[src/rtl/sa_feed_sched.sv]
// sa_feed_sched: loads one systolic-array edge from a vector stream
// through per-row FIFOs, reading them out in a skewed diagonal wavefront.
module sa_feed_sched #(
    parameter int LANES = 4,
    parameter int LEN_W = 8
) (
    input  logic             clk,
    input  logic             rst_n,
    input  logic             start,
    input  logic [LEN_W-1:0] len,
    input  logic             in_valid,
    output logic             in_ready,
    output logic [LANES-1:0] fifo_we,
    input  logic [LANES-1:0] fifo_ff,
    input  logic [LANES-1:0] fifo_rv,
    output logic [LANES-1:0] fifo_re,
    output logic             fifo_is,
    input  logic             stall,
    output logic [LANES-1:0] lane_valid,
    output logic             busy,
    output logic             done
);

    localparam int TW = LEN_W + 4;

    typedef enum logic [1:0] {
        IDLE,
        RUN,
        FIN
    } state_t;

    state_t           state;
    state_t           state_nx;
    logic [LEN_W-1:0] len_q;
    logic [LEN_W-1:0] wr_cnt;
    logic [TW-1:0]    tick;
    logic [TW-1:0]    len_x;
    logic [TW-1:0]    last;
    logic [LANES-1:0] active;
    logic             run;
    logic             accept;
    logic             advance;
    logic             rd_done;

    // last is the saturated tick value, one past the final advance
    assign len_x = TW'(len_q);
    assign last  = len_x + TW'(LANES - 1);
    assign run   = (state == RUN);

    // lane i reads during ticks i .. len_q+i-1, giving the diagonal skew
    always_comb begin
        active = '0;
        for (int i = 0; i < LANES; i++) begin
            active[i] = (tick >= TW'(i)) && (tick < len_x + TW'(i));
        end
    end

    // every active lane must have data; one missing lane holds all lanes
    assign advance = run & ~stall & (tick < last) & (&(fifo_rv | ~active));
    assign fifo_re = {LANES{advance}} & active;
    assign fifo_is = stall & run;

    assign in_ready = run & (wr_cnt != len_q) & ~|fifo_ff;
    assign accept   = in_valid & in_ready;
    assign fifo_we  = {LANES{accept}};

    assign rd_done = (tick == last) | (advance & (tick == last - TW'(1)));

    assign busy = (state != IDLE);
    assign done = (state == FIN);

    // state register
    always_ff @(posedge clk or negedge rst_n) begin
        if (!rst_n) begin
            state <= IDLE;
        end else begin
            state <= state_nx;
        end
    end

    // next-state: a zero-length job goes straight to FIN without FIFO traffic
    always_comb begin
        state_nx = state;
        unique case (state)
            IDLE: begin
                if (start) begin
                    state_nx = (len != '0) ? RUN : FIN;
                end
            end
            RUN: begin
                if (rd_done && (wr_cnt == len_q)) begin
                    state_nx = FIN;
                end
            end
            FIN:     state_nx = IDLE;
            default: state_nx = IDLE;
        endcase
    end

    // job length, write/read counters and the delayed read strobe
    always_ff @(posedge clk or negedge rst_n) begin
        if (!rst_n) begin
            len_q      <= '0;
            wr_cnt     <= '0;
            tick       <= '0;
            lane_valid <= '0;
        end else begin
            lane_valid <= fifo_re;
            if ((state == IDLE) && start) begin
                len_q  <= len;
                wr_cnt <= '0;
                tick   <= '0;
            end else begin
                if (accept) begin
                    wr_cnt <= wr_cnt + LEN_W'(1);
                end
                if (advance) begin
                    tick <= tick + TW'(1);
                end
            end
        end
    end

endmodule

[config.mk]
export PLATFORM = sky130hd
export DESIGN_NAME = sa_feed_sched
export DESIGN_NICKNAME = d
export VERILOG_FILES = /design/src/rtl/sa_feed_sched.sv
export SDC_FILE = /design/constraint.sdc
export NUM_CORES = 1
export LEC_CHECK = 0
export ABC_AREA = 1
export BUFFER_PORTS_ARGS = -buffer_cell sky130_fd_sc_hd__clkbuf_2
export CORE_MARGIN = 1.5
export CORE_UTILIZATION = 27
export DETAILED_ROUTE_END_ITERATION = 8
export GPL_TIMING_DRIVEN = 0
export RECOVER_POWER = 100
export SETUP_SLACK_MARGIN = 0.2
export SLEW_MARGIN = 10
export SYNTH_ARGS = -nofsm -noshare
export SYNTH_HDL_FRONTEND = slang
export SYNTH_SLANG_ARGS = --single-unit
[constraint.sdc]
create_clock -name clk -period 5.3 [get_ports clk]
set_input_delay 1.59 -clock clk [delete_from_list [all_inputs] [get_ports clk]]
set_output_delay 1.59 -clock clk [all_outputs]
set_load 0.005 [all_outputs]
==> results.ini <==
[placement]
placed_area_sq_um=3780
hpwl_um=7430
port_buffers=36
preCtsSetupSlack_ns=0.623
gp_congestion=0.862
dp_cells=683

[job]
cap_violations=1

[power]
power_mw=1.88
power.share.switching=0.478
ir_worst_vdd_mv=0.147
power_per_cell_area_nw_per_um2=476
p_switching_mw=0.897
p_seq_frac=0.207
leakage_nw=2.02
p_clk_frac=0.215
p_int_mw=0.980
p_comb_frac=0.578

[logic_synthesis]
synth_cell_types=40
ys_seq_area_frac=0.251
syn_area_sq_um=3390
synth_warnings=0
synth_commonest_cells=nand2_1 (103), nor2_1 (57), inv_1 (49)
syn_inst=479
synth_edf_count=0
synth-seq-cells=34
synthArstFlopShare=1.00
synth_top_area_frac=0.251
yosysTopAreaCell=dfrtp_1
synth_area_leaders=dfrtp_1 (25%), ha_1 (16%), nand2_1 (11%), nor2_1 (6.3%), inv_1 (5.4%)
synth_nets=542
yosysMostFrequentCell=nand2_1
syn_avg_cell_area_sq_um=7.07
ys.flop_type=dfrtp_1

[worst_hold_path]
hold_start=tick[10]$_DFFE_PN0P_
min_to=tick[10]$_DFFE_PN0P_
min_path_type=register to register
hold_depth=2

[cells_and_area]
multiInputGateArea_sq_um=2200
synthToLayoutAreaGrowth_pct=16.4
drive_above_1_share=0.164
num-fill-cells=1335
diodes=0
final_area_sq_um=3940
register_area_sq_um=852
instances_no_fill=691
final_nets=585
fin_util=0.326

[detailed_routing]
num_vias=3222
wirelength_um=9330
wire_per_inst_um=13.5
viasPerCell=4.66
ant_nets=0
dr.first_iter.drc_count=140
drc=0
dr.pass1.iters=4

[sta]
worst_slack_ns=0.377
fmax_mhz=203
fin_crit_sh=0.929
period_needed_ns=4.92
holdWs_ns=0.541
finalMaxSlewViolations=35
worstMarginPinSlew_ns=2.01
fin_setup_tns_ns=0
hold_violations=0
setup_viol_count_final=0
slew_headroom=-0.337
rsz0062_at_grt=no
fin_skew_ns=0.00445

[outcome]
outcome=finished with violations
violations=max-capacitance violations, max-slew violations

[critical_path]
critical_path_class=register to output pin
slowest_delay_ns=0.40
cp-start-kind=register
required_ns=3.71
crit_chain=buf_4 -> inv_1 -> ha_1 -> inv_2 -> nand2_1 -> nand2_1 -> nand2_2 -> ha_1 -> nand2_1 -> inv_1 -> nand2_1 -> nor2_1 -> nand3_2 -> nor2_1 -> nor2_4 -> and2_0 -> and3_1 -> o2111ai_1 -> nor2_1 -> clkbuf_2
crit_fanout=7
reg2reg_from=len_q[0]$_DFFE_PN0P_
cp_common_cell=nand2_1
worst_path_max_delay_cell=dfrtp_1
worstReg2RegEnd=state[0]$_DFFE_PN0P_
reg2reg_depth=21
reg2reg_slack_ns=1.77
arrival_ns=3.33
end_kind=output pin

[die]
rows=40
core_area_sq_um=12100
start_util=0.280
die_area_sq_um=13200
die_h_um=115
die_w_um=115
top_level_ports=37

[global_routing]
first_global_vias=3149
grt_max_degree=35
grt_overflow=0
grt_pass1_wl_um=15300
grtUsageTotal=0.149
antenna_found_initial=0

[clock_network]
cts_tree=yes
ctsRootBufferMaster=clkbuf_16
cts_max_level=2
clkTransAtPathRegs_ns=0.06
clock-sinks=34
clockBufferDepth=2
hold_buffers=0
numCtsBuffers=5
clkLatencyLatePin_ns=0.29

cell type report:
class	instances	area share
Multi-Input combinational cell	373	0.558
Clock buffer	6	0.0352
Timing Repair Buffer	36	0.0441
Buffer	14	0.0222
Inverter	58	0.0555
Sequential cell	34	0.216
Clock inverter	2	0.0152
Tap cell	168	0.0533
worst max-delay path, delay by kind of cell, from the launching register on:
| kind | cells | cell delay (ns) |
|---|---|---|
| AO/OA/AOI/OAI | 1 | 0.15 |
| adder cells (fa/ha/maj) | 2 | 0.53 |
| buffers and inverters | 5 | 0.65 |
| flip-flops | 1 | 0.40 |
| AND/OR/NAND/NOR | 12 | 1.30 |
repair_timing:
action	in CTS	in global routing
gates resized for setup	0	3
endpoints found under the setup margin	0	4
setup buffers	0	0
state kept, by name (all words and copies together), names as in the netlist:
register / flops
lane_valid: 4
len_q: 8
state: 2
tick: 12
wr_cnt: 8
layer usage:
metal  up-vias  wire length [um]  GRT usage
li1       1656                 -          -
met1      1513              4260      0.184
met2        41              4520      0.259
met3        12               291     0.0227
met4         0               255     0.0593
met5         -                 0          0
worst max path at each step:
stage                          from          to  slack, ns  cells after the start
2_1_floorplan  len_q[0]$_DFFE_PN0P_  fifo_re[0]       1.24                     19
3_3_place_gp   len_q[1]$_DFFE_PN0P_  fifo_re[1]       0.66                     14
3_5_place_dp   len_q[1]$_DFFE_PN0P_  fifo_re[0]       0.62                     14
6_report       len_q[0]$_DFFE_PN0P_  fifo_re[0]       0.38                     20
4_1_cts        len_q[1]$_DFFE_PN0P_  fifo_re[0]       0.31                     14
5_1_grt        len_q[0]$_DFFE_PN0P_  fifo_re[0]       0.14                     20
cells by family after synthesis:
| group | after synthesis | share of synthesized area |
|---|---|---|
| compound gates | 55 | 0.0846 |
| simple gates | 254 | 0.362 |
| buf+inv | 72 | 0.0905 |
| xor+xnor | 22 | 0.0569 |
| flops | 34 | 0.251 |
| fa+ha+maj | 42 | 0.155 |
cells in the final DEF (no fill, tap or decap), types with 4 or more instances in the layout:
cell / instances
inv_1: 48
clkbuf_4: 4
inv_2: 8
dfrtp_1: 33
nand4_1: 16
nand3_2: 5
clkbuf_1: 8
nor2_4: 4
nor2_1: 61
nand3_1: 31
nand2_2: 8
a21oi_1: 25
o21ai_0: 26
xnor2_1: 4
nand2_1: 103
xor2_1: 18
nor3_1: 10
clkbuf_16: 5
ha_1: 42
clkbuf_2: 33
power by group through the flow:
stage | clock (mW) | combinational [mW] | sequential, mW
floorplan | 0 | 0.823 | 0.371
detailed placement | 0 | 1.09 | 0.393
global placement | 0 | 1.06 | 0.390
global route | 0.416 | 1.25 | 0.400
finish | 0.403 | 1.08 | 0.389
CTS | 0.409 | 1.10 | 0.388
(Power assumes the default switching activity.)
